File: config.mk
export PLATFORM = sky130hd
export DESIGN_NAME = lbm_stream_sweeper_flat
export DESIGN_NICKNAME = d
export VERILOG_FILES = /design/src/rtl/lbm_pkg.sv /design/src/rtl/lbm_stream_sweeper_if.sv /design/src/rtl/lbm_neighbor_addr.sv /design/src/rtl/lbm_stream_sweeper.sv /design/src/flat_wrapper.sv
export SDC_FILE = /design/constraint.sdc
export NUM_CORES = 1
export LEC_CHECK = 0
export ABC_AREA = 1
export CAP_MARGIN = 20
export CELL_PAD_IN_SITES_DETAIL_PLACEMENT = 0
export CELL_PAD_IN_SITES_GLOBAL_PLACEMENT = 2
export CORE_MARGIN = 3
export CORE_UTILIZATION = 30
export DETAILED_ROUTE_END_ITERATION = 8
export PLACE_DENSITY_LB_ADDON = 0.1
export SYNTH_ARGS = -nofsm -noshare
export SYNTH_HDL_FRONTEND = slang
export SYNTH_HIERARCHICAL = 1
export SYNTH_SLANG_ARGS = --single-unit
File: constraint.sdc
create_clock -name CLOCK_50 -period 4.1 [get_ports CLOCK_50]
set_input_delay 1.23 -clock CLOCK_50 [delete_from_list [all_inputs] [get_ports CLOCK_50]]
set_output_delay 1.23 -clock CLOCK_50 [all_outputs]
set_load 0.05 [all_outputs]
File: src/rtl/lbm_pkg.sv
// ---------------------------------------------------------------------------
// lbm_pkg
// Shared definitions for the D2Q9 lattice Boltzmann streaming sweeper.
//   dir_t            : direction index 0..8
//   CX / CY          : lattice velocity components per direction
//   OPP              : opposite direction per direction (used by bounce-back)
//   boundary_mode_e  : PERIODIC, CHANNEL (walls at y edges), CLOSED (all walls)
//   sweep_state_e    : sweeper FSM states
//   wrap()           : single-step modular wrap of a coordinate into [0, n)
// ---------------------------------------------------------------------------
package lbm_pkg;

    localparam int NUM_DIRS = 9;

    typedef logic [3:0] dir_t;

    // Direction order: rest, E, N, W, S, NE, NW, SW, SE
    localparam int CX [NUM_DIRS] = '{0, 1, 0, -1, 0, 1, -1, -1, 1};
    localparam int CY [NUM_DIRS] = '{0, 0, 1, 0, -1, 1, 1, -1, -1};

    localparam dir_t OPP [NUM_DIRS] = '{4'd0, 4'd3, 4'd4, 4'd1, 4'd2,
                                        4'd7, 4'd8, 4'd5, 4'd6};

    typedef enum logic [1:0] {
        PERIODIC = 2'd0,
        CHANNEL  = 2'd1,
        CLOSED   = 2'd2
    } boundary_mode_e;

    typedef enum logic [1:0] {
        SWEEP_IDLE = 2'd0,
        SWEEP_RUN  = 2'd1,
        SWEEP_DONE = 2'd2
    } sweep_state_e;

    // A pull source is at most one cell outside the domain, so a single
    // add/subtract of n is enough to bring it back in range.
    function automatic int wrap(input int v, input int n);
        if (v < 0) begin
            return v + n;
        end else if (v >= n) begin
            return v - n;
        end
        return v;
    endfunction

endpackage

File: src/rtl/lbm_stream_sweeper_if.sv
// ---------------------------------------------------------------------------
// lbm_stream_sweeper_if
// Cell stream from the sweeper to the collision/streaming consumer.
//   addr_valid : cell_addr/src_addr/bounce/step_last are meaningful
//   addr_ready : consumer accepts the presented cell
//   cell_addr  : destination cell, y*NX+x
//   src_addr   : pull source for direction k in bits [k*AW +: AW]
//   bounce     : bit k set when source k lies outside the domain
//   step_last  : presented cell is the last one of its timestep
//   state      : sweeper FSM state, for observation only
//
// Handshake: a cell transfers on every rising edge where addr_valid and
// addr_ready are both high. Once addr_valid rises it stays high, and every
// payload field stays stable, until that transfer happens. addr_valid never
// depends combinationally on addr_ready.
// ---------------------------------------------------------------------------
interface lbm_stream_sweeper_if #(
    parameter int ADDRESS_WIDTH = 8
) ();
    import lbm_pkg::*;

    logic                              addr_valid;
    logic                              addr_ready;
    logic [ADDRESS_WIDTH-1:0]          cell_addr;
    logic [NUM_DIRS*ADDRESS_WIDTH-1:0] src_addr;
    logic [NUM_DIRS-1:0]               bounce;
    logic                              step_last;
    sweep_state_e                      state;

    modport master (
        output addr_valid, cell_addr, src_addr, bounce, step_last, state,
        input  addr_ready
    );

    modport slave (
        input  addr_valid, cell_addr, src_addr, bounce, step_last, state,
        output addr_ready
    );

endinterface

File: src/rtl/lbm_neighbor_addr.sv
// ---------------------------------------------------------------------------
// lbm_neighbor_addr
// Combinational pull-scheme neighbour map for one D2Q9 cell.
//   x, y     : in  cell coordinates
//   src_addr : out source cell address per direction, [k*AW +: AW]
//   bounce   : out bit k set when the source is outside the domain; the
//              source address is then the cell itself, so the consumer
//              reads the opposite population from its own cell
// Periodic axes wrap; wall axes flag bounce-back. Which axes are walls is
// fixed by BOUNDARY_MODE.
// ---------------------------------------------------------------------------
module lbm_neighbor_addr
    import lbm_pkg::*;
#(
    parameter int NX            = 16,
    parameter int NY            = 16,
    parameter int BOUNDARY_MODE = 0,
    parameter int ADDRESS_WIDTH = $clog2(NX*NY),
    parameter int X_WIDTH       = (NX > 1) ? $clog2(NX) : 1,
    parameter int Y_WIDTH       = (NY > 1) ? $clog2(NY) : 1
) (
    input  logic [X_WIDTH-1:0]                x,
    input  logic [Y_WIDTH-1:0]                y,
    output logic [NUM_DIRS*ADDRESS_WIDTH-1:0] src_addr,
    output logic [NUM_DIRS-1:0]               bounce
);

    localparam bit X_WALL = (BOUNDARY_MODE == int'(CLOSED));
    localparam bit Y_WALL = (BOUNDARY_MODE != int'(PERIODIC));

    always_comb begin
        int   xi;
        int   yi;
        int   cell_i;
        int   sx;
        int   sy;
        logic outside;

        src_addr = '0;
        bounce   = '0;
        xi       = int'(x);
        yi       = int'(y);
        cell_i   = yi * NX + xi;
        sx       = 0;
        sy       = 0;
        outside  = 1'b0;

        for (int k = 0; k < NUM_DIRS; k++) begin
            // Pull: the population arriving along k came from (x-cx, y-cy).
            sx      = xi - CX[k];
            sy      = yi - CY[k];
            outside = 1'b0;

            if (sx < 0 || sx >= NX) begin
                if (X_WALL) begin
                    outside = 1'b1;
                end else begin
                    sx = wrap(sx, NX);
                end
            end

            if (sy < 0 || sy >= NY) begin
                if (Y_WALL) begin
                    outside = 1'b1;
                end else begin
                    sy = wrap(sy, NY);
                end
            end

            bounce[k] = outside;
            src_addr[k*ADDRESS_WIDTH +: ADDRESS_WIDTH] =
                ADDRESS_WIDTH'(outside ? cell_i : (sy * NX + sx));
        end
    end

endmodule

File: src/rtl/lbm_stream_sweeper.sv
// ---------------------------------------------------------------------------
// lbm_stream_sweeper
// Walks every cell of an NX x NY D2Q9 lattice once per timestep for a
// requested number of timesteps, presenting each cell with its nine pull
// sources and bounce-back flags on a valid/ready stream.
//   CLOCK_50   : in  clock, rising edge
//   RESET      : in  synchronous active-low reset
//   start      : in  run request, honoured only while idle
//   n_steps    : in  timesteps for the run, sampled with start, clamped to
//                    MAX_TIME
//   bus        : master side of the cell stream (see lbm_stream_sweeper_if)
//   step_count : out completed timesteps in the current run
//   busy       : out run in progress
//   done       : out one-cycle pulse after the final cell transfer
// The next cell's neighbours are computed from the next-state coordinates
// so every stream field leaves a register.
// ---------------------------------------------------------------------------
module lbm_stream_sweeper
    import lbm_pkg::*;
#(
    parameter int NX               = 16,
    parameter int NY               = 16,
    parameter int MAX_TIME         = 100,
    parameter int ADDRESS_WIDTH    = $clog2(NX*NY),
    parameter int TIME_COUNT_WIDTH = $clog2(MAX_TIME+1),
    parameter int BOUNDARY_MODE    = 0
) (
    input  logic                        CLOCK_50,
    input  logic                        RESET,
    input  logic                        start,
    input  logic [TIME_COUNT_WIDTH-1:0] n_steps,
    lbm_stream_sweeper_if.master        bus,
    output logic [TIME_COUNT_WIDTH-1:0] step_count,
    output logic                        busy,
    output logic                        done
);

    localparam int X_WIDTH = (NX > 1) ? $clog2(NX) : 1;
    localparam int Y_WIDTH = (NY > 1) ? $clog2(NY) : 1;

    localparam logic [X_WIDTH-1:0]          X_LAST     = X_WIDTH'(NX - 1);
    localparam logic [Y_WIDTH-1:0]          Y_LAST     = Y_WIDTH'(NY - 1);
    localparam logic [TIME_COUNT_WIDTH-1:0] STEP_CLAMP = TIME_COUNT_WIDTH'(MAX_TIME);

    sweep_state_e                      state, state_nxt;
    logic [X_WIDTH-1:0]                x_q, x_nxt;
    logic [Y_WIDTH-1:0]                y_q, y_nxt;
    logic [TIME_COUNT_WIDTH-1:0]       step_q, step_nxt;
    logic [TIME_COUNT_WIDTH-1:0]       target_q, target_nxt;
    logic                              load;

    logic [ADDRESS_WIDTH-1:0]          cell_q;
    logic [ADDRESS_WIDTH-1:0]          cell_nxt;
    logic [NUM_DIRS*ADDRESS_WIDTH-1:0] src_q;
    logic [NUM_DIRS*ADDRESS_WIDTH-1:0] nb_src;
    logic [NUM_DIRS-1:0]               bounce_q;
    logic [NUM_DIRS-1:0]               nb_bounce;
    logic                              last_q;
    logic                              last_cell;

    lbm_neighbor_addr #(
        .NX            (NX),
        .NY            (NY),
        .BOUNDARY_MODE (BOUNDARY_MODE),
        .ADDRESS_WIDTH (ADDRESS_WIDTH),
        .X_WIDTH       (X_WIDTH),
        .Y_WIDTH       (Y_WIDTH)
    ) u_neighbor (
        .x        (x_nxt),
        .y        (y_nxt),
        .src_addr (nb_src),
        .bounce   (nb_bounce)
    );

    assign last_cell = (x_q == X_LAST) && (y_q == Y_LAST);
    assign cell_nxt  = ADDRESS_WIDTH'(int'(y_nxt) * NX + int'(x_nxt));

    // Next-state logic. load marks a new cell being presented next cycle.
    always_comb begin
        state_nxt  = state;
        x_nxt      = x_q;
        y_nxt      = y_q;
        step_nxt   = step_q;
        target_nxt = target_q;
        load       = 1'b0;

        case (state)
            SWEEP_IDLE: begin
                if (start) begin
                    x_nxt    = '0;
                    y_nxt    = '0;
                    step_nxt = '0;
                    if (n_steps == '0) begin
                        state_nxt = SWEEP_DONE;
                    end else begin
                        target_nxt = (n_steps > STEP_CLAMP) ? STEP_CLAMP : n_steps;
                        state_nxt  = SWEEP_RUN;
                        load       = 1'b1;
                    end
                end
            end

            SWEEP_RUN: begin
                // addr_valid is high throughout SWEEP_RUN, so ready alone
                // completes the handshake.
                if (bus.addr_ready) begin
                    if (last_cell) begin
                        step_nxt = step_q + TIME_COUNT_WIDTH'(1);
                        if (step_nxt == target_q) begin
                            state_nxt = SWEEP_DONE;
                        end else begin
                            // Next timestep starts immediately, no bubble.
                            x_nxt = '0;
                            y_nxt = '0;
                            load  = 1'b1;
                        end
                    end else begin
                        load = 1'b1;
                        if (x_q == X_LAST) begin
                            x_nxt = '0;
                            y_nxt = y_q + Y_WIDTH'(1);
                        end else begin
                            x_nxt = x_q + X_WIDTH'(1);
                        end
                    end
                end
            end

            SWEEP_DONE: begin
                state_nxt = SWEEP_IDLE;
            end

            default: begin
                state_nxt = SWEEP_IDLE;
            end
        endcase
    end

    always_ff @(posedge CLOCK_50) begin
        if (!RESET) begin
            state    <= SWEEP_IDLE;
            x_q      <= '0;
            y_q      <= '0;
            step_q   <= '0;
            target_q <= '0;
            cell_q   <= '0;
            src_q    <= '0;
            bounce_q <= '0;
            last_q   <= 1'b0;
        end else begin
            state    <= state_nxt;
            x_q      <= x_nxt;
            y_q      <= y_nxt;
            step_q   <= step_nxt;
            target_q <= target_nxt;
            if (load) begin
                cell_q   <= cell_nxt;
                src_q    <= nb_src;
                bounce_q <= nb_bounce;
                last_q   <= (x_nxt == X_LAST) && (y_nxt == Y_LAST);
            end
        end
    end

    assign bus.addr_valid = (state == SWEEP_RUN);
    assign bus.cell_addr  = cell_q;
    assign bus.src_addr   = src_q;
    assign bus.bounce     = bounce_q;
    assign bus.step_last  = last_q;
    assign bus.state      = state;

    assign step_count = step_q;
    assign busy       = (state == SWEEP_RUN);
    assign done       = (state == SWEEP_DONE);

endmodule

File: src/flat_wrapper.sv
// flat-port wrapper written by rule: the top's interface ports become plain ports
module lbm_stream_sweeper_flat import lbm_pkg::*;
#(
    parameter int NX               = 16,
    parameter int NY               = 16,
    parameter int MAX_TIME         = 100,
    parameter int ADDRESS_WIDTH    = $clog2(NX*NY),
    parameter int TIME_COUNT_WIDTH = $clog2(MAX_TIME+1),
    parameter int BOUNDARY_MODE    = 0
)
  (CLOCK_50, RESET, start, n_steps, step_count, busy, done, bus_addr_valid, bus_cell_addr, bus_src_addr, bus_bounce, bus_step_last, bus_state, bus_addr_ready);
  lbm_stream_sweeper_if #(.ADDRESS_WIDTH(ADDRESS_WIDTH)) bus_i ();
  input  logic CLOCK_50;
  input  logic RESET;
  input  logic start;
  input  logic [TIME_COUNT_WIDTH-1:0] n_steps;
  output logic [TIME_COUNT_WIDTH-1:0] step_count;
  output logic busy;
  output logic done;
  output wire logic [$bits(bus_i.addr_valid)-1:0] bus_addr_valid;
  output wire logic [$bits(bus_i.cell_addr)-1:0] bus_cell_addr;
  output wire logic [$bits(bus_i.src_addr)-1:0] bus_src_addr;
  output wire logic [$bits(bus_i.bounce)-1:0] bus_bounce;
  output wire logic [$bits(bus_i.step_last)-1:0] bus_step_last;
  output wire logic [$bits(bus_i.state)-1:0] bus_state;
  input wire logic [$bits(bus_i.addr_ready)-1:0] bus_addr_ready;
  assign bus_addr_valid = bus_i.addr_valid;
  assign bus_cell_addr = bus_i.cell_addr;
  assign bus_src_addr = bus_i.src_addr;
  assign bus_bounce = bus_i.bounce;
  assign bus_step_last = bus_i.step_last;
  assign bus_state = bus_i.state;
  assign bus_i.addr_ready = bus_addr_ready;
  lbm_stream_sweeper #(.NX(NX), .NY(NY), .MAX_TIME(MAX_TIME), .ADDRESS_WIDTH(ADDRESS_WIDTH), .TIME_COUNT_WIDTH(TIME_COUNT_WIDTH), .BOUNDARY_MODE(BOUNDARY_MODE)) u_core (.CLOCK_50(CLOCK_50), .RESET(RESET), .start(start), .n_steps(n_steps), .bus(bus_i), .step_count(step_count), .busy(busy), .done(done));
endmodule
# --- Word-level counts from Yosys, hierarchy flattened ---
# Index checks and enable logic that the tools add are counted.
word_totals:
  ff_bits: 105
  out_inout_bits: 102
classes:
  add_sub_neg: 29
  n_lt_le_gt_ge: 13
  n_eq_ne: 11
  mux: 71
  n_bitwise: 1
  n_reduce_logical: 14
ops:
  columns: ["operator", "n"]
  rows:
  - ["$mux W8", 12]
  - ["$mux W4", 22]
  - ["$add A8 B8 Y8", 9]
  - ["$mux W7", 4]
  - ["$mux W1", 23]
  - ["$add A4 B1 Y4 const B", 5]
  - ["$eq A4 B4 Y1 const B", 4]
  - ["$pmux W4 S2", 2]
  - ["$pmux W7 S2", 1]
  - ["$ge A5 B6 Y1 const B", 2]
  - ["$ge A6 B6 Y1 const B", 2]
  - ["$lt A6 B1 Y1 const B", 2]
  - ["$sub A4 B1 Y4 const B", 3]
  - ["$sub A5 B1 Y6 const B", 2]
  - ["$ge A4 B5 Y1 const B", 2]
  - ["$lt A5 B1 Y1 const B", 2]
  - ["$mux W2", 5]
  - ["$sub A4 B1 Y5 const B", 2]
  - ["$add A8 B4 Y8", 1]
  - ["$lt A4 B1 Y1 const B", 2]
  - ["$reduce_and A4 Y1", 2]
  - ["$add A5 B6 Y7 const B", 1]
  - ["$add A6 B6 Y7 const B", 1]
  - ["$add A7 B1 Y7 const B", 1]
  - ["19 further kinds", 27]

# --- Depth between registers and ports, before layout ---
# Gate-level depths: netlist (run 1).
depth:
  depth_word: 14
  depth_mapped: 28
  depth_no_buf: 27

# --- Hierarchy ---
# The synthesis (run 1) kept the hierarchy.
by_module_without_submodules:
  columns: ["module", "n_inst", "cells_per_inst", "area_per_inst_um2", "seq_area_each_um2"]
  rows:
  - ["lbm_stream_sweeper", 1, 626, 4636.9, 2282.2]
  - ["lbm_neighbor_addr", 1, 154, 1049.8, 0.0]

# --- Least setup slack after synthesis (run 1) ---
# OpenSTA, ideal clock, no wires.
synth_timing:
  path_type: "register to register"
  startpoint: "reg u_core.state[0], in the netlist u_core/bus.state[0]"
  endpoint: "reg u_core.src_q[30], in the netlist u_core/bus.src_addr[30]"
  t_arrival_ns: 3.667
  required_ns: 4.035
  path_slack_ns: 0.367
  path_stages_with_launch: 21
  path_buffers: 0
  cell_sequence: "dfxtp_1 > inv_1 > nor2_2 > inv_2 > nor2_2 > inv_1 > nand2_1 > inv_2 > nand2_1 > nand2_1 > ha_1 > nand3_1 > inv_1 > ha_1 > inv_1 > ha_1 > ha_1 > a21oi_1 > xor2_1 > nor2_1 > nor2_1"
synth_via:
  elab_chain_len: 10
  elab_cells_between_ends: 31
synth_rtl:
  columns: ["item", "line_no", "source"]
  rows:
  - ["from (decl)", "lbm_stream_sweeper.sv:45", "sweep_state_e state, state_nxt;"]
  - ["from (signal assigned)", "lbm_stream_sweeper.sv:151", "state <= state_nxt;"]
  - ["$eq A2 B1 Y1 (*)", null, null]
  - ["net bus_addr_valid", "flat_wrapper.sv:20", "output wire logic [$bits(bus_i.addr_valid)-1:0] bus_addr_valid;"]
  - ["$pmux W4 S2", "lbm_stream_sweeper.sv:87", "case (state)"]
  - ["$sub A5 B1 Y6", "lbm_neighbor_addr.sv:50", "sx = xi - CX[k];"]
  - ["$ge A6 B6 Y1", "lbm_pkg.sv:41, lbm_neighbor_addr.sv:54", null]
  - ["$mux W1", "lbm_pkg.sv:41", "end else if (v >= n) begin"]
  - ["$mux W1", "lbm_pkg.sv:39", "if (v < 0) begin"]
  - ["$mux W1", "lbm_neighbor_addr.sv:54", "if (sx < 0 || sx >= NX) begin"]
  - ["$mux W8", "lbm_pkg.sv:44", "return v;"]
  - ["$mux W8", "lbm_neighbor_addr.sv:54", null]
  - ["$add A8 B8 Y8 (*)", "lbm_neighbor_addr.sv:72", "ADDRESS_WIDTH'(outside ? cell_i : (sy * NX + sx));"]
  - ["net u_core.nb_src[30]", "lbm_stream_sweeper.sv:55", "logic [NUM_DIRS*ADDRESS_WIDTH-1:0] nb_src;"]
  - ["to (signal assigned)", "lbm_stream_sweeper.sv:158", "src_q <= nb_src;"]
  - ["to (decl)", "lbm_stream_sweeper.sv:54", "logic [NUM_DIRS*ADDRESS_WIDTH-1:0] src_q;"]
# The timed path passes the listed nets; every way through them passes the cells marked *. The select of a mux whose other input is x is not followed.
# A chain may end at the register's enable or synchronous reset.

# --- Worst setup path in the final report (run 1) ---
layout_timing:
  startpoint: "in bus_addr_ready"
  endpoint: "reg u_core.src_q[30], in the netlist u_core/bus.src_addr[30]"
layout_via:
  elab_chain_len: 10
  elab_cells_between_ends: 32
layout_rtl:
  columns: ["item", "line_no", "source"]
  rows:
  - ["from (decl)", "flat_wrapper.sv:26", "input wire logic [$bits(bus_i.addr_ready)-1:0] bus_addr_ready;"]
  - ["$mux W4", "lbm_stream_sweeper.sv:106", "if (bus.addr_ready) begin"]
  - ["$pmux W4 S2", "lbm_stream_sweeper.sv:87", null]
  - ["$sub A5 B1 Y6", "lbm_neighbor_addr.sv:50", null]
  - ["$ge A6 B6 Y1", "lbm_pkg.sv:41, lbm_neighbor_addr.sv:54", null]
  - ["$mux W1", "lbm_pkg.sv:41", null]
  - ["$mux W1", "lbm_pkg.sv:39", null]
  - ["$mux W1", "lbm_neighbor_addr.sv:54", null]
  - ["$mux W8", "lbm_pkg.sv:44", null]
  - ["$mux W8", "lbm_neighbor_addr.sv:54", null]
  - ["$add A8 B8 Y8 (*)", "lbm_neighbor_addr.sv:72", null]
  - ["net u_core.nb_src[30]", "lbm_stream_sweeper.sv:55", null]
# Marked as above.

==> results.txt, run 1 <==
----------------------------------------------------
[Timing]
  Remaining max-slew budget at the tightest pin ... 54.5%
  Final Slew Violations ... 0
  RSZ-0062 raised after global routing ... false
  Period utilization ... between 80% and 90%
  Final hold violation count ... 0
  Worst-Margin Slew ... 673 ps
  Top achievable clock speed ... around 270 MHz
  Max Clock Skew ... between 8 and 9 ps
  Total setup violations reported at the end of the flow ... 0
  Min Clock Period, post-route ... around 3700 ps
  Final-layout setup total negative slack ... 0 ps
  Post-route worst hold slack ... approximately 480 ps

[Layout]
  Fill cell instance count of the final layout ... 1914
  Post-route core utilization ... ~40%
  Count of non-filler cells in the finished layout ... about 1.1k
  Sequential standard cell area ... around 2300 sq um
  Share of final-layout standard cells stronger than drive strength 1 ... approximately a tenth
  Antenna Diode Count ... 0
  Area growth from synthesis to final layout ... 28.9%
  Combined area of the multi-input logic cells ... between 2000 and 3000 sq um
  Post-layout net count ... between 800 and 900

[Synth]
  Gate Count Post-Synth ... 780
  Cell area after technology mapping ... 5690 sq um
  Share of synthesized registers carrying an async set or reset ... 0%
  Leading cell types by total area after synthesis ... sky130_fd_sc_hd__dfxtp_1, sky130_fd_sc_hd__nor2_1, sky130_fd_sc_hd__buf_4
  Fraction of synthesized cell area taken by the top area cell type ... approximately two fifths
  Yosys reg bits ... around 110
  Number of library cell types mapped by synthesis ... 37
  Mean post-synth cell area ... between 7 and 8 sq um
  Sequential share of the synthesized area ... 40.1%
  Top FF cell, synth ... sky130_fd_sc_hd__dfxtp_1
  Cell type contributing the most total cell area after synthesis ... sky130_fd_sc_hd__dfxtp_1
  Number of flops mapped to enable cells by yosys ... 0
  Warning count from the yosys run ... 6

[Placement]
  Number of cells in the design after placement ... between 1k and 1.5k
  Half-perimeter wire length of the detailed placement result ... 11700 microns
  Global placer's final weighted congestion ... around 0.80
  Port bufs ... about 110

[Routing]
  Pre-Repair DR Iteration Count ... 4
  Uppermost routed layer ... met4
  WL final ... roughly 17000 microns
  Vias per std cell ... between 4 and 5
  Number of DRC markers after the initial detailed-route iteration ... about 230
  Antenna-violating nets left ... 0
  Wirelength per Cell ... 15.2 microns
  Sum of met2 wire segment lengths after detailed routing ... approximately 7500 microns
  Total number of vias ... roughly 5k
  Residual DRC ... 0
  Metal1 wirelength ... 8330 microns
  Met3 wirelength from detailed routing ... ~600 microns

[Floorplan]
  Die boundary height ... ~140 microns
  I/O pin count ... 113
  Rows ... 49
  Initial core utilization ... between 30 and 40%
  Die boundary width ... roughly 140 microns
  Die Area ... 20600 sq um
  Total core area ... 18300 sq um

[Critical path]
  Type of origin of the critical path ... input pin
  Worst Path Arrival ... about 4000 ps
  Setup slack of the worst register-to-register path ... approximately 570 ps
  Data required time of the worst path ... approximately 4400 ps
  Max FO, Critical Path ... 6
  End of the worst register-to-register path ... u_core/bus.src_addr[55]
  RR Startpoint ... u_core/step_count[0]
  Reg2reg path depth ... 26
  Crit Path Class ... input pin to register
  Type of element capturing the critical path ... register

[Outcome]
  Status ... finished clean

[Hold path]
  Start point of the worst min-delay path ... u_core/target_q[6]
  Worst hold path type ... register to register
  Number of stages on the worst hold path ... 2
  Hold path endpoint ... u_core/target_q[6]

[Power]
  Portion of total power attributed to sequential cells ... about a third
  Power Dens Cells ... approximately 520 nW/um^2
  Worst voltage drop across the vdd grid ... 0.275 mV
  Net switching power figure ... between 1000 and 1500 uW
  Net switching share of the total power ... roughly 33%
  Clk pwr share ... between 40 and 50%
  Static power due to leakage ... about 0.0032 uW
  Overall Power ... approximately 3800 uW
  Fraction of power consumed by combinational cells ... 24.5%
  Internal cell power ... around 2500 uW

[Clock network]
  Post-cts sizing count ... 0
  TritonCTS clock tree ... done
  Clk Latency, worst-skew pair ... approximately 410 ps
  Max Buffers Root-to-Sink ... 2
  Root buffer cell ... sky130_fd_sc_hd__clkbuf_16
  Hold buffer count at CTS ... 0
  Number of buffers created by CTS ... 17
  Buffers inserted during post-CTS setup optimization ... 0
  Clock input transition at the sequential cells of the worst setup and hold paths ... approximately 50 ps
  Htree depth ... 4
  # clock sinks ... 114

[GRT]
  Total congestion overflow ... 0
  Global-route wire length before repair ... ~27000 microns
  Maximum number of pins on one net before global-route repair ... 51
  Total global routing track utilization ... between 10% and 20%
  Vias in the first global route ... approximately 5.0k
  Number of antenna violations at the first check in global routing ... 0

[Flow run]
  Max_cap viols ... 0

----------------------------------------------------
==> placed cells by master (no fill, tap or decap), types with 3 or more instances in the layout <==
master	synthesis	final
sky130_fd_sc_hd__o21ai_0	66	66
sky130_fd_sc_hd__o21ai_1	32	32
sky130_fd_sc_hd__xor2_1	9	9
sky130_fd_sc_hd__clkdlybuf4s50_1	0	111
sky130_fd_sc_hd__inv_1	50	50
sky130_fd_sc_hd__a31oi_1	4	4
sky130_fd_sc_hd__nand2_2	7	6
sky130_fd_sc_hd__nor2_1	186	186
sky130_fd_sc_hd__a21oi_1	23	23
sky130_fd_sc_hd__dfxtp_1	114	114
sky130_fd_sc_hd__buf_4	57	23
sky130_fd_sc_hd__xnor2_1	7	7
sky130_fd_sc_hd__nand3_1	40	40
sky130_fd_sc_hd__a21oi_2	3	3
sky130_fd_sc_hd__nand4_1	3	3
sky130_fd_sc_hd__nor2_2	7	7
sky130_fd_sc_hd__inv_2	7	7
sky130_fd_sc_hd__clkinvlp_4	0	3
sky130_fd_sc_hd__ha_1	15	15
sky130_fd_sc_hd__conb_1	1	9
sky130_fd_sc_hd__clkinv_2	0	3
sky130_fd_sc_hd__clkbuf_16	0	17
sky130_fd_sc_hd__bufinv_16	0	4
sky130_fd_sc_hd__nand2_1	96	96
sky130_fd_sc_hd__buf_12	0	3
==> how the worst max path moves through the flow <==
| stage | slack (ps) | end | start | depth (start not counted) |
|---|---|---|---|---|
| 6_report | 430 | u_core/bus.src_addr[30] | bus_addr_ready | 19 |
| 5_1_grt | 100 | u_core/bus.src_addr[55] | u_core/step_count[0] | 26 |
| 4_1_cts | 450 | u_core/bus.src_addr[30] | bus_addr_ready | 19 |
| 3_5_place_dp | 10 | u_core/bus.src_addr[30] | bus_addr_ready | 19 |
| 3_3_place_gp | 70 | u_core/bus.src_addr[30] | bus_addr_ready | 19 |
| 2_1_floorplan | 370 | u_core/bus.src_addr[30] | u_core/bus.state[0] | 20 |
==> registers in the layout, summed over array words and instances, names as in the netlist <==
register	count
u_core/bus.state	2
u_core/x_q	4
u_core/y_q	4
u_core/bus.src_addr	72
u_core/step_count	7
u_core/bus.cell_addr	8
u_core/bus.bounce	9
u_core/target_q	7
u_core/bus.step_last	1
==> layout make-up <==
type,instances,share of cell area [%]
Clock buffer,19,6.04
Sequential cell,114,31.1
Inverter,58,2.97
Multi-Input combinational cell,526,35.0
Timing Repair Buffer,138,18.4
Clock inverter,13,2.51
Tap cell,229,3.91
==> routing by layer <==
metal / vias to the layer above / track usage, %
met5: - / 0
met3: 22 / 3.93
met4: 0 / 5.50
li1: 2588 / -
met2: 107 / 26.1
met1: 2332 / 22.3
==> critical path: stages <==
cell and delay [ps]:
sky130_fd_sc_hd__clkdlybuf4s50_1 540, sky130_fd_sc_hd__inv_1 110, sky130_fd_sc_hd__nor2_2 130, sky130_fd_sc_hd__inv_1 60, sky130_fd_sc_hd__nand2_1 70, sky130_fd_sc_hd__inv_2 70
sky130_fd_sc_hd__nand2_1 80, sky130_fd_sc_hd__nand2_1 70, sky130_fd_sc_hd__ha_1 220, sky130_fd_sc_hd__nand3_1 140, sky130_fd_sc_hd__inv_1 80, sky130_fd_sc_hd__ha_1 270
sky130_fd_sc_hd__inv_1 70, sky130_fd_sc_hd__ha_1 200, sky130_fd_sc_hd__ha_1 190, sky130_fd_sc_hd__a21oi_1 150, sky130_fd_sc_hd__xor2_1 160, sky130_fd_sc_hd__nor2_1 60
sky130_fd_sc_hd__nor2_1 100
==> logic make-up (layout without fill, tap and decap cells) <==
| kind of cell | count (synthesis) | count (layout) | share of synthesized area, % |
|---|---|---|---|
| AO/OA/AOI/OAI | 136 | 136 | 12.7 |
| XOR/XNOR | 17 | 17 | 2.95 |
| adder cells (fa/ha/maj) | 15 | 15 | 3.30 |
| buffers and inverters | 148 | 228 | 15.4 |
| flip-flops | 114 | 114 | 40.1 |
| multiplexers | 1 | 1 | 0.176 |
| other | 1 | 9 | 0.0659 |
| AND/OR/NAND/NOR | 348 | 348 | 25.3 |
==> cells in the mapped netlist, types with 9 or more instances <==
library cell               count
sky130_fd_sc_hd__nand3_1      40
sky130_fd_sc_hd__nor2_1      186
sky130_fd_sc_hd__nand2_1      96
sky130_fd_sc_hd__ha_1         15
sky130_fd_sc_hd__dfxtp_1     114
sky130_fd_sc_hd__clkbuf_1     15
sky130_fd_sc_hd__buf_6        13
sky130_fd_sc_hd__inv_1        50
sky130_fd_sc_hd__a21oi_1      23
sky130_fd_sc_hd__buf_4        57
sky130_fd_sc_hd__xor2_1        9
sky130_fd_sc_hd__o21ai_0      66
sky130_fd_sc_hd__o21ai_1      32
==> power by group through the flow <==
stage                     sequential [uW]  clock [uW]  combinational (uW)
after global placement               1310           0                 929
after detailed placement             1310           0                 934
after floorplan                      1640           0                 329
final                                1280        1570                 927
after CTS                            1290        1620                 938
after global routing                 1300        1670                 994
==> per-stage QoR <==
stage | area [sq um] | setup slack [ps]
2_1_floorplan | 5720 | 367
3_3_place_gp | 6700 | 73.3
3_5_place_dp | 6700 | 11.2
4_1_cts | 7330 | 446
5_1_grt | 7330 | 103
6_report | 7330 | 427
Power figures use the tool's default switching activity.
==> inputs of run 2 (changes only) <==
Settings changed: RECOVER_POWER set to 25.
==> results.txt, run 2 (synthesis results as in run 1) <==
----------------------------------------------------
[Floorplan]
  Die Area ... between 20000 and 25000 sq um
  Die boundary height ... roughly 140 microns
  Initial core utilization ... between 30% and 40%
  Die boundary width ... roughly 140 microns
  Total core area ... 18300 sq um
  I/O pin count ... between 100 and 150
  Rows ... 49

[Routing]
  Antenna-violating nets left ... 0
  Residual DRC ... 0
  Pre-Repair DR Iteration Count ... 4
  WL final ... approximately 17000 microns
  Vias per std cell ... 4.63
  Total number of vias ... just over 5k
  Wirelength per Cell ... 15.2 microns
  Number of DRC markers after the initial detailed-route iteration ... 215

[Layout]
  Area growth from synthesis to final layout ... 28.5%
  Number of flip-flops under the largest register name ... between 70 and 80
  Post-layout net count ... between 800 and 900
  Antenna Diode Count ... 0
  Leading cell types in the layout, fill and taps excluded ... sky130_fd_sc_hd__nor2_1, sky130_fd_sc_hd__dfxtp_1, sky130_fd_sc_hd__nand2_1
  Share of final-layout standard cells stronger than drive strength 1 ... approximately a tenth
  Count of non-filler cells in the finished layout ... 1097
  Finished layout cell area ... approximately 7300 sq um
  Most frequent standard cell in the layout excluding fill and tap cells ... sky130_fd_sc_hd__nor2_1

[Power]
  Worst voltage drop across the vdd grid ... around 0.28 mV
  Net switching share of the total power ... 33.0%
  Fraction of power consumed by combinational cells ... between 20% and 30%
  Net switching power figure ... between 1000 and 1500 uW
  Overall Power ... about 3800 uW
  Clk pwr share ... a little over two fifths
  Portion of total power attributed to sequential cells ... roughly a third
  Internal cell power ... around 2500 uW
  Power Dens Cells ... 515 nW/um^2
  Static power due to leakage ... 0.00324 uW

[Critical path]
  Setup slack of the worst register-to-register path ... 570 ps
  Type of element capturing the critical path ... register
  Crit Path Class ... input pin to register
  Worst Path Arrival ... 4090 ps
  Type of origin of the critical path ... input pin
  End of the worst register-to-register path ... u_core/bus.src_addr[55]
  Max FO, Critical Path ... 6
  RR Startpoint ... u_core/step_count[0]
  Critical-path cell list ... dlygate4sd3_1, inv_1, nor2_2, inv_1, nand2_1, inv_2, nand2_1, nand2_1, ha_1, nand3_1, inv_1, ha_1, inv_1, ha_1, ha_1, a21oi_1, xor2_1, nor2_1, nor2_1
  Delay of the slowest critical-path stage ... slightly above 600 ps
  Reg2reg path depth ... 26
  Cell type of the slowest stage on the worst timing path ... sky130_fd_sc_hd__dlygate4sd3_1
  Worst Path Buf+Inv ... 6
  Cell family contributing the most delay on the critical path ... buffers and inverters
  Data required time of the worst path ... ~4400 ps

[Hold path]
  Number of stages on the worst hold path ... 2
  Worst hold path type ... register to register
  Hold path endpoint ... u_core/target_q[6]
  Start point of the worst min-delay path ... u_core/target_q[6]

[GRT]
  Vias in the first global route ... 4967
  Number of antenna violations at the first check in global routing ... 0
  Maximum number of pins on one net before global-route repair ... 51
  Total global routing track utilization ... between 10% and 20%
  Global-route wire length before repair ... 26700 microns
  Total congestion overflow ... 0

[Timing]
  Total setup violations reported at the end of the flow ... 0
  Final-layout setup total negative slack ... 0 ps
  Final Slew Violations ... 0
  Max Clock Skew ... about 8.5 ps
  Worst-Margin Slew ... around 810 ps
  Remaining max-slew budget at the tightest pin ... between 40% and 50%
  Period utilization ... 91.3%
  Final hold violation count ... 0
  Top achievable clock speed ... ~270 MHz
  Min Clock Period, post-route ... approximately 3700 ps
  RSZ-0062 raised after global routing ... false
  Post-route worst hold slack ... about 480 ps

[Clock network]
  TritonCTS clock tree ... done
  Number of buffers created by CTS ... 17
  Hold buffer count at CTS ... 0
  Max Buffers Root-to-Sink ... 2
  Htree depth ... 4
  Clock input transition at the sequential cells of the worst setup and hold paths ... ~50 ps
  Clk Latency, worst-skew pair ... 410 ps
  Buffers inserted during post-CTS setup optimization ... 0
  Root buffer cell ... sky130_fd_sc_hd__clkbuf_16
  Post-cts sizing count ... 0
  # clock sinks ... between 100 and 150

[Placement]
  Global placer's final weighted congestion ... ~0.80
  Half-perimeter wire length of the detailed placement result ... around 12000 microns
  Post-placement cell area ... ~6700 sq um
  Number of cells in the design after placement ... around 1.1k
  Port bufs ... between 100 and 150

[Flow run]
  Max_cap viols ... 0

[Outcome]
  Status ... finished clean

----------------------------------------------------
[run 2: cell count changes in the layout (fill, tap and decap cells not counted)]
| cell | before | now |
|---|---|---|
| sky130_fd_sc_hd__clkdlybuf4s50_1 | 111 | 72 |
| sky130_fd_sc_hd__dlygate4sd3_1 | 0 | 39 |
| sky130_fd_sc_hd__buf_4 | 23 | 20 |
| sky130_fd_sc_hd__clkbuf_1 | 1 | 4 |
| sky130_fd_sc_hd__a21oi_1 | 23 | 25 |
| sky130_fd_sc_hd__a21oi_2 | 3 | 1 |
| sky130_fd_sc_hd__inv_1 | 50 | 51 |
| sky130_fd_sc_hd__inv_2 | 7 | 6 |
| sky130_fd_sc_hd__nor2_1 | 186 | 187 |
| sky130_fd_sc_hd__nor2_2 | 7 | 6 |
[run 2: power groups by stage]
stage | Clock, uW | Sequential (uW) | Combinational (uW)
after floorplan | 0 | 1640 | 329
after global placement | 0 | 1310 | 929
after detailed placement | 0 | 1310 | 934
after CTS | 1620 | 1290 | 938
after global routing | 1670 | 1300 | 976
final | 1570 | 1280 | 910
[run 2: how the worst max path moves through the flow]
stage | endpoint | start | cells after the start
2_1_floorplan | u_core/bus.src_addr[30] | u_core/bus.state[0] | 20
3_3_place_gp | u_core/bus.src_addr[30] | bus_addr_ready | 19
3_5_place_dp | u_core/bus.src_addr[30] | bus_addr_ready | 19
4_1_cts | u_core/bus.src_addr[30] | bus_addr_ready | 19
5_1_grt | u_core/bus.src_addr[55] | u_core/step_count[0] | 26
6_report | u_core/bus.src_addr[30] | bus_addr_ready | 19
[run 2: worst min-delay path, stage by stage, from the launching register on]
cell                      delay, ps
sky130_fd_sc_hd__dfxtp_1        310
sky130_fd_sc_hd__inv_1           70
sky130_fd_sc_hd__a21oi_1         50
[run 2: through the flow]
stage          worst slack [ps]  utilization (%)
3_3_place_gp               73.3             36.7
6_report                    355             40.0
3_5_place_dp               11.2             36.7
2_1_floorplan               367                -
5_1_grt                     103             40.0
4_1_cts                     446             40.1
[run 2: final cells by class]
type                    instances  area (sq um)
clock buffers                  19           443
clock inverters                13           184
fillers                      1914         11000
inverters                      58           218
multi-input cells             526          2560
flip-flops and latches        114          2280
well taps                     229           287
repair buffers                138          1340
[run 2: routing by layer]
metal,wire length [microns],GRT usage (%)
met5,0,0
met4,263,5.50
met3,709,3.93
met2,7490,26.1
met1,8230,22.3
==> inputs of run 3 (changes only) <==
--- a/config.mk
+++ b/config.mk
@@ -11,8 +11,9 @@
 export CELL_PAD_IN_SITES_GLOBAL_PLACEMENT = 2
 export CORE_MARGIN = 3
-export CORE_UTILIZATION = 30
+export CORE_UTILIZATION = 27
 export DETAILED_ROUTE_END_ITERATION = 8
 export PLACE_DENSITY_LB_ADDON = 0.1
 export RECOVER_POWER = 25
+export REMOVE_ABC_BUFFERS = 1
 export SYNTH_ARGS = -nofsm -noshare
 export SYNTH_HDL_FRONTEND = slang
==> constraint.sdc (replaced) <==
create_clock -name CLOCK_50 -period 3.1 [get_ports CLOCK_50]
set_input_delay 0.93 -clock CLOCK_50 [delete_from_list [all_inputs] [get_ports CLOCK_50]]
set_output_delay 0.93 -clock CLOCK_50 [all_outputs]
set_load 0.1 [all_outputs]
==> results.txt, run 3 (synthesis results as in run 1) <==
----------------------------------------------------
[Critical path]
  Setup slack of the worst register-to-register path ... 100 ps
  Type of element capturing the critical path ... register
  End of the worst register-to-register path ... u_core/bus.src_addr[30]
  Crit Path Class ... register to register
  Type of origin of the critical path ... register
  Delay of the slowest critical-path stage ... 360 ps
  Most common cell type on the critical path ... sky130_fd_sc_hd__ha_4
  RR Startpoint ... u_core/step_count[0]
  Cell type of the slowest stage on the worst timing path ... sky130_fd_sc_hd__dfxtp_4
  Data required time of the worst path ... between 3000 and 4000 ps
  Critical-path cell list ... ha_4, nand2_4, nor2_4, nand3_1, nand3_2, nand2_2, nor2_4, buf_6, nand4_1, nand2_1, nand2_2, nand2_4, ha_4, nand3_4, buf_4, ha_4, xor2_2, ha_4, a21oi_2, xor2_1, nor2_1, nor2_1
  Max FO, Critical Path ... 5
  Worst Path Arrival ... approximately 3400 ps
  Reg2reg path depth ... 22

[Clock network]
  Number of buffers created by CTS ... 17
  Htree depth ... 4
  Hold buffer count at CTS ... 0
  Clk Latency, worst-skew pair ... 410 ps
  Clock input transition at the sequential cells of the worst setup and hold paths ... 60 ps
  TritonCTS clock tree ... done
  Max Buffers Root-to-Sink ... 2
  # clock sinks ... 114
  Root buffer cell ... sky130_fd_sc_hd__clkbuf_16

[Placement]
  Half-perimeter wire length of the detailed placement result ... 10700 microns
  Setup slack at placement ... -610 ps
  Global placer's final weighted congestion ... between 0.7 and 0.8
  Number of cells in the design after placement ... about 1.1k
  Port bufs ... 112
  Post-placement cell area ... 6780 sq um

[GRT]
  Total congestion overflow ... 0
  Maximum number of pins on one net before global-route repair ... between 90 and 100
  Total global routing track utilization ... roughly 14%
  Global-route wire length before repair ... ~26000 microns
  Number of antenna violations at the first check in global routing ... 0
  Vias in the first global route ... 5092

[Layout]
  Post-layout net count ... roughly 930
  Area growth from synthesis to final layout ... 36.9%
  Antenna Diode Count ... 0
  Most frequent standard cell in the layout excluding fill and tap cells ... sky130_fd_sc_hd__nor2_1
  Share of final-layout standard cells stronger than drive strength 1 ... roughly 32%
  Finished layout cell area ... 7780 sq um
  Number of flip-flops under the largest register name ... just over 70
  Count of non-filler cells in the finished layout ... about 1.2k
  Leading cell types in the layout, fill and taps excluded ... sky130_fd_sc_hd__nor2_1, sky130_fd_sc_hd__buf_4, sky130_fd_sc_hd__dfxtp_1

[Power]
  Net switching power figure ... about 2200 uW
  Clk pwr share ... 38.3%
  Power Dens Cells ... between 700 and 800 nW/um^2
  Fraction of power consumed by combinational cells ... between 30% and 40%
  Worst voltage drop across the vdd grid ... just under 0.4 mV
  Overall Power ... 5530 uW
  Net switching share of the total power ... 39.9%
  Internal cell power ... around 3300 uW
  Static power due to leakage ... ~0.0036 uW
  Portion of total power attributed to sequential cells ... a little under a third

[Timing]
  Total setup violations reported at the end of the flow ... 0
  Top achievable clock speed ... roughly 330 MHz
  Final hold violation count ... 0
  RSZ-0062 raised after global routing ... true
  Post-route worst hold slack ... 475 ps
  Worst path setup slack after routing ... ~100 ps
  Max Clock Skew ... 8.84 ps
  Final Slew Violations ... 0
  Period utilization ... around 97%
  Remaining max-slew budget at the tightest pin ... approximately 63%
  Min Clock Period, post-route ... between 2000 and 3000 ps
  Worst-Margin Slew ... 548 ps

[Flow run]
  Max_cap viols ... 0

[Routing]
  Number of DRC markers after the initial detailed-route iteration ... ~200
  Residual DRC ... 0
  Vias per std cell ... about 4.3
  Pre-Repair DR Iteration Count ... 6
  Total number of vias ... 5129
  Antenna-violating nets left ... 0
  WL final ... about 16000 microns
  Wirelength per Cell ... between 10 and 15 microns

[Hold path]
  Hold path endpoint ... u_core/target_q[4]
  Worst hold path type ... register to register
  Start point of the worst min-delay path ... u_core/target_q[4]
  Number of stages on the worst hold path ... 2

[Outcome]
  Status ... finished clean

[Floorplan]
  Rows ... between 50 and 60
  Die boundary height ... approximately 150 microns
  I/O pin count ... between 100 and 150
  Die boundary width ... about 150 microns
  Initial core utilization ... about 28%
  Die Area ... between 20000 and 25000 sq um
  Total core area ... between 20000 and 25000 sq um

----------------------------------------------------
## run 3: through the flow
| step | setup TNS, ps | utilization [%] |
|---|---|---|
| finish | 0 | 38.0 |
| CTS | 0 | 36.6 |
| floorplan | -194480 | - |
| global route | -460 | 38.0 |
| detailed placement | -5270 | 33.1 |
| global placement | -4740 | 33.1 |
## run 3: final cells by class
| class | count | area, sq um |
|---|---|---|
| inverters | 58 | 223 |
| well taps | 270 | 338 |
| clock buffers | 17 | 425 |
| flip-flops and latches | 114 | 2290 |
| multi-input cells | 526 | 2850 |
| repair buffers | 182 | 1460 |
| fillers | 2169 | 12700 |
| clock inverters | 14 | 204 |
## run 3: worst max path at each step
stage / depth (start not counted) / startpoint / slack [ps] / endpoint
global placement: 23 / bus_addr_ready / -550 / u_core/bus.src_addr[63]
floorplan: 21 / u_core/bus.state[0] / -2270 / u_core/bus.src_addr[55]
global route: 26 / u_core/step_count[0] / -120 / u_core/bus.src_addr[63]
CTS: 26 / u_core/step_count[1] / 5 / u_core/bus.src_addr[63]
detailed placement: 19 / bus_addr_ready / -610 / u_core/bus.src_addr[30]
finish: 22 / u_core/step_count[0] / 100 / u_core/bus.src_addr[30]
## run 3: worst max-delay path: cells and delay by family, from the launching register on
kind | cells | cell delay [ps]
AND/OR/NAND/NOR | 13 | 1210
XOR/XNOR | 2 | 330
buffers and inverters | 2 | 280
adder cells (fa/ha/maj) | 4 | 620
flip-flops | 1 | 360
AO/OA/AOI/OAI | 1 | 120
## run 3: power groups by stage
| stage | Combinational (uW) | Sequential (uW) | Clock, uW |
|---|---|---|---|
| 6_report | 1730 | 1690 | 2120 |
| 5_1_grt | 1820 | 1710 | 2240 |
| 4_1_cts | 1720 | 1690 | 2190 |
| 3_5_place_dp | 1710 | 1720 | 0 |
| 3_3_place_gp | 1710 | 1720 | 0 |
| 2_1_floorplan | 329 | 2660 | 0 |
## run 3: what timing repair did
item / in CTS / in global routing
buffers inserted: 3 / 5
resized for setup: 20 / 64
cloned: 0 / 0
endpoints found under the setup margin: 10 / 10
pin swaps: 8 / 39
## run 3: per-layer routing
| layer | global-route usage [%] | routed length (microns) | vias up |
|---|---|---|---|
| met3 | 4.88 | 945 | 8 |
| li1 | - | - | 2673 |
| met1 | 18.0 | 7450 | 2365 |
| met4 | 4.62 | 156 | 0 |
| met5 | 0 | 0 | - |
| met2 | 23.2 | 7450 | 83 |
